## src/rtl/shift_arbiter.sv

```systemverilog
// Round-robin front-end for the shared 32-bit barrel shifter: two requesters,
// one grant per cycle, single-entry response register with backpressure.
//
// state | meaning
// EMPTY | response register holds nothing, rsp_valid = 0
// FULL  | response register holds a result, rsp_valid = 1
module shift_arbiter #(
    parameter int DATA_W  = 32,
    parameter int SHAMT_W = 5
) (
    input  logic               clk,
    input  logic               reset_n,
    input  logic               req0_valid,
    output logic               req0_ready,
    input  logic [1:0]         req0_op,
    input  logic [DATA_W-1:0]  req0_data,
    input  logic [SHAMT_W-1:0] req0_shamt,
    input  logic               req1_valid,
    output logic               req1_ready,
    input  logic [1:0]         req1_op,
    input  logic [DATA_W-1:0]  req1_data,
    input  logic [SHAMT_W-1:0] req1_shamt,
    output logic [1:0]         sh_op,
    output logic [DATA_W-1:0]  sh_T,
    output logic [SHAMT_W-1:0] sh_shamt,
    input  logic [DATA_W-1:0]  sh_Y,
    input  logic [3:0]         sh_flags,
    output logic               rsp_valid,
    input  logic               rsp_ready,
    output logic               rsp_id,
    output logic [DATA_W-1:0]  rsp_data,
    output logic [3:0]         rsp_flags,
    output logic               rsp_err
);

    typedef enum logic {
        EMPTY = 1'b0,
        FULL  = 1'b1
    } state_t;

    state_t state;
    logic   last_grant;
    logic   can_accept;
    logic   gnt_any;
    logic   gnt_idx;
    logic   flags_v_unused;

    // The shifter's overflow flag has no meaning for shifts; it is dropped.
    assign flags_v_unused = sh_flags[2];

    assign can_accept = (state == EMPTY) || rsp_ready;
    assign rsp_valid  = (state == FULL);

    always_comb begin
        gnt_any = 1'b0;
        gnt_idx = 1'b0;
        if (can_accept && reset_n) begin
            if (req0_valid && req1_valid) begin
                gnt_any = 1'b1;
                gnt_idx = ~last_grant;
            end else if (req0_valid) begin
                gnt_any = 1'b1;
                gnt_idx = 1'b0;
            end else if (req1_valid) begin
                gnt_any = 1'b1;
                gnt_idx = 1'b1;
            end
        end
    end

    assign req0_ready = gnt_any && !gnt_idx;
    assign req1_ready = gnt_any && gnt_idx;

    always_comb begin
        sh_op    = '0;
        sh_T     = '0;
        sh_shamt = '0;
        if (gnt_any) begin
            if (gnt_idx) begin
                sh_op    = req1_op;
                sh_T     = req1_data;
                sh_shamt = req1_shamt;
            end else begin
                sh_op    = req0_op;
                sh_T     = req0_data;
                sh_shamt = req0_shamt;
            end
        end
    end

    always_ff @(posedge clk or negedge reset_n) begin
        if (!reset_n) begin
            state      <= EMPTY;
            last_grant <= 1'b1;
            rsp_id     <= 1'b0;
            rsp_data   <= '0;
            rsp_flags  <= '0;
            rsp_err    <= 1'b0;
        end else begin
            if (gnt_any) begin
                state      <= FULL;
                last_grant <= gnt_idx;
                rsp_id     <= gnt_idx;
                rsp_data   <= sh_Y;
                rsp_flags  <= {sh_flags[3], 1'b0, sh_flags[1:0]};
                rsp_err    <= (sh_op == 2'b11);
            end else if ((state == FULL) && rsp_ready) begin
                state <= EMPTY;
            end
        end
    end

endmodule

```

## config.mk

```make
export PLATFORM = sky130hd
export DESIGN_NAME = shift_arbiter
export DESIGN_NICKNAME = d
export VERILOG_FILES = /design/src/rtl/shift_arbiter.sv
export SDC_FILE = /design/constraint.sdc
export NUM_CORES = 1
export LEC_CHECK = 0
export CORE_ASPECT_RATIO = 0.9
export CORE_MARGIN = 4
export CORE_UTILIZATION = 28
export CTS_CLUSTER_DIAMETER = 100
export DETAILED_ROUTE_END_ITERATION = 10
export GPL_TIMING_DRIVEN = 0
export HOLD_SLACK_MARGIN = 0.1
export PLACE_DENSITY = 0.78
export SYNTH_ARGS = -nofsm -noshare
export SYNTH_HDL_FRONTEND = slang
export SYNTH_SLANG_ARGS = --single-unit
```

## constraint.sdc

```tcl
create_clock -name clk -period 1.4 [get_ports clk]
set_input_delay 0.14 -clock clk [delete_from_list [all_inputs] [get_ports clk]]
set_output_delay 0.14 -clock clk [all_outputs]
set_load 0.01 [all_outputs]
```

Word-level counts from Yosys, hierarchy flattened:

Cells that the tools add are included.

* $add $sub $neg: 0
* multiply operators: 0
* div/mod/pow operators: 0
* $lt $le $gt $ge: 0
* equality and inequality tests: 1
* shift-type cells: 0
* mux-type cells: 15
* bitwise logic cells: 2
* reductions and logical operators: 8

Operators by type and width (number)
* 32-bit 2-to-1 mux: 2
* 5-bit 2-to-1 mux: 2
* 1-bit 2-to-1 mux: 9
* 1-bit logical AND: 5
* 2-bit 2-to-1 mux: 2
* 2-bit == test, second input constant: 1
* 1-bit NOT: 2
* 2-bit nonzero test: 1
* 1-bit zero test: 1
* 1-bit logical OR: 1

* flip-flop bits (word level): 39
* bits in latches: 0
* RAM bits: 0
* memory bits (read-only): 0
* bits of input ports: 119
* output and inout port bits: 80
* word-level logic and storage cells: 32
* memories kept: 0

Longest topological paths before layout:

* word-level depth: 7
* mapped depth: 5
* mapped depth without buffers: 3

Worst setup path before layout:

OpenSTA, ideal clock, no wires.

* path kind: reg2out
* from: reg state, in the netlist rsp_valid
* to: out sh_T[31]
* data arrival time: 1.577 ns
* data required time: 1.260 ns
* setup slack: -0.317 ns
* cell stages (with the launch flop): 6
* path buffers: 2
* path through: dfrtp_1 -> nor2b_1 -> or3_1 -> buf_6 -> buf_6 -> a211oi_1

* longest elaborated chain between the ends: 6
* elaborated cells between the ends (all ways): 7
* those cells by class: 4 x mux; 1 x bitwise; 2 x reduce/logical

RTL lines
* start, declared: RTL line 41 `state_t state;`
* start signal, assigned: RTL line 93 `state <= EMPTY;`
* start signal, assigned: RTL line 101 `state <= FULL;`
* start signal, assigned: RTL line 108 `state <= EMPTY;`
* 1-bit NOT *: RTL line 51 `assign can_accept = (state == EMPTY) || rsp_ready;`
* 1-bit logical OR *: RTL line 51
* 1-bit logical AND *: RTL line 57 `if (can_accept && reset_n) begin`
* 1-bit 2-to-1 mux: RTL line 57
* 32-bit 2-to-1 mux: RTL line 79 `if (gnt_idx) begin`
* 32-bit 2-to-1 mux *: RTL line 78 `if (gnt_any) begin`
* end, declared: RTL line 24 `output logic [DATA_W-1:0] sh_T,`

Mark *: on every way between the ends. The rest lies on a longest branch, timed or not.

Worst setup path after layout:

* from: reg last_grant
* to: out sh_T[6]

* longest elaborated chain between the ends: 5

RTL lines
* start, declared: RTL line 42 `logic last_grant;`
* start signal, assigned: RTL line 102 `last_grant <= gnt_idx;`
* 1-bit NOT: RTL line 60 `gnt_idx = ~last_grant;`
* 1-bit 2-to-1 mux: RTL line 58 `if (req0_valid && req1_valid) begin`
* 1-bit 2-to-1 mux: RTL line 57
* 32-bit 2-to-1 mux: RTL line 79
* 32-bit 2-to-1 mux: RTL line 78

Every way passes these cells.

==> results.cfg <==
[run_status]
status = finished, violations left
failed_checks = setup timing

[finish]
nets = 493
drive_gt1_frac = 0.3467
final_area_um2 = 4594
layout_commonest_cell = clkdlybuf4s50_1
layout_common_cells = clkdlybuf4s50_1, dfrtp_1, a22o_1
area_growth_pct = 116.9
diodes = 0

[setup_path]
required_ns = 1.26
cpMostUsedCell = buf_6
cp_top_family = flip-flops
crit_chain = a21boi_4, nor4_4, buf_6, buf_6, buf_6, a22o_1, buf_2
cp_num_buf_inv = 4
critPathMaxStageDelay_ns = 0.56
worstSetupEndpointType = output pin
critical_path_class = reg -> out
worstPathMaxFanout = 5
startpoint_type = flip-flop
crit_arrival_ns = 1.80
slowest_stage = dfstp_2

[route]
ant_nets = 0
first_iter_violations = 45
via_count = 2122
drcViolationCount = 0
viasPerCell = 4.534
routedWlPerCell_um = 18.19
wl_um = 8511
drt_pre_antenna_iters = 4

[sta]
hold_viol_final = 0
fmax_ghz = 0.5154
setup_viol = 79
slew_headroom = 0.6479
rsz0062_at_grt = true
setup_ws_ns = -0.5401
skew_ns = 0.004541
layout_min_cycle_time_ns = 1.940
finalCritPeriodShare = 1.386
worst_pin_slew_ns = 0.5264
slew_viol_final = 0

[power]
p_int_mw = 2.934
comb_power_share = 0.463
powerDensity_nw_per_um2 = 886.5
p_leak_nw = 2.181
swShare = 0.2796
seq_power_share = 0.357
p_sw_mw = 1.139
vdd_ir_drop_max_mv = 0.4285
totalPowerFinal_mw = 4.073
p_clk_frac = 0.179

[cts]
insertion_delay_ns = 0.28
path_clk_slew_ns = 0.08
cts_buffer_depth = 2
htreeDepth = 2
clock-root-buffer = clkbuf_8
cts_tree = done
cts_buffers = 5
cts_num_sinks = 39

[placement]
place_congestion = 0.8249
dpl-instance-area_um2 = 4290
dp_hpwl_um = 6644
io_buffers = 196

[die]
core_area_um2 = 7221
rows = 29
dieArea_um2 = 9023
fp.dieH_um = 90.52
start_util = 0.2934
ioPinCount = 199
die_w_um = 99.69

[global_route]
grt_max_degree = 33
grtUsageTotal = 0.1833
grt_pass1_vias = 2346
grt_antenna_before_repair = 0
gr-total-overflow = 0
grt_pass1_wl_um = 12880

[logic_synthesis]
ys_ff_latch = 39
yosysSeqAreaShare = 0.4613
syn_inst = 150
yosysWarnings = 0
synth.area.top_cells = dfrtp_1, mux2_4, a22o_1, buf_12, buf_2
synth_area_um2 = 2118
syn-num-nets = 269
synth_cell_types = 27
synth_top_cell_area_share = 0.4489
synth_area_per_cell_um2 = 14.12
yosysTopAreaCell = dfrtp_1

[run]
maxCapViolations = 0

[worst_hold_path]
hold_path_class = in -> reg
## cell usage after synthesis (all sizes together)
| master | instances |
|---|---|
| dfrtp | 38 |
| a22o | 36 |
| mux2 | 35 |
| buf | 14 |
| inv | 4 |
| nor2 | 3 |
| a211oi | 2 |
| a21o | 2 |
| nand4 | 2 |
| a21boi | 1 |
| and2 | 1 |
| and3 | 1 |
| conb | 1 |
| dfstp | 1 |
| nand2 | 1 |
| nand2b | 1 |
| nand4b | 1 |
| nor2b | 1 |
| nor4 | 1 |
| o21ai | 1 |
| o311ai | 1 |
| o31ai | 1 |
| or3 | 1 |
## cell families after synthesis
| logic type | count (synthesis) | synth area share |
|---|---|---|
| compound gates | 44 | 0.1784 |
| flops | 39 | 0.4613 |
| other cells | 1 | 0.001770 |
| buf+inv | 18 | 0.06852 |
| mux | 35 | 0.2481 |
| simple gates | 13 | 0.04194 |
## worst min-delay path, stage by stage
cell and delay [ns]:
clkbuf_4 0.12, buf_12 0.11, nand4_1 0.06, o311ai_0 0.08
## layout make-up
cell class	instances	area (um^2)
Clock inverter	3	15.01
Tap cell	93	116.4
Timing Repair Buffer	219	2171
Clock buffer	5	68.82
Sequential cell	39	977.2
Fill cell	594	2626
Multi-Input combinational cell	93	1060
Buffer	12	171.4
Inverter	4	15.01
## metrics by stage
stage                     worst slack (ns)  hold WS [ns]  utilization  instances  TNS (ns)
after CTS                          -0.6068       -0.2629       0.6181        463    -35.55
after global placement              -2.529        0.4635       0.5921        439   -208.63
after detailed placement            -1.087       0.05200       0.5942        440    -59.74
final                              -0.5401        0.2680       0.6363        468    -29.59
after floorplan                    -0.1988       -0.1556            -        150    -11.81
after global routing               -0.6261        0.3084       0.6363        468    -34.42
## layer usage
metal  routed length, um  vias to the layer above  GRT usage
li1                    -                     1014          -
met1                3461                     1039     0.2222
met2                4552                       65     0.3217
met3                 434                        4    0.05097
met4                  61                        0    0.03754
met5                   0                        -          0
## state kept, by name, indices dropped and copies added, names as in the netlist
signal and flops:
last_grant 1, rsp_data 32, rsp_err 1, rsp_flags 3, rsp_id 1, rsp_valid 1
## power groups by stage
| stage | registers, mW | logic, mW | clock network (mW) |
|---|---|---|---|
| final | 1.46 | 1.89 | 0.730 |
| after global routing | 1.49 | 1.99 | 0.841 |
| after CTS | 1.46 | 1.86 | 0.777 |
| after detailed placement | 1.47 | 1.80 | 0 |
| after global placement | 1.47 | 1.78 | 0 |
| after floorplan | 1.56 | 0.645 | 0 |
## path summary, 6_finish.rpt
path                             from           end  slack (ns)  cells after the start
max reg2reg                 rsp_valid   rsp_data[8]       -0.34                      6
min in group asynchronous     reset_n  rsp_data[19]        0.41                      2
max                        last_grant       sh_T[6]       -0.54                      7
max in group asynchronous     reset_n    last_grant        0.63                      2
min                           reset_n       rsp_err        0.27                      4
min reg2reg                    rsp_id        rsp_id        0.49                      1
## timing repair
item                                    4_1_cts  5_1_grt
endpoints found under the setup margin       79       83
setup buffers                                11        4
pin swaps                                     7        5
endpoints found under the hold margin        39       39
resized for setup                           195       20
gates cloned                                  5        1
Note: power is estimated with default switching activity, not from simulation.
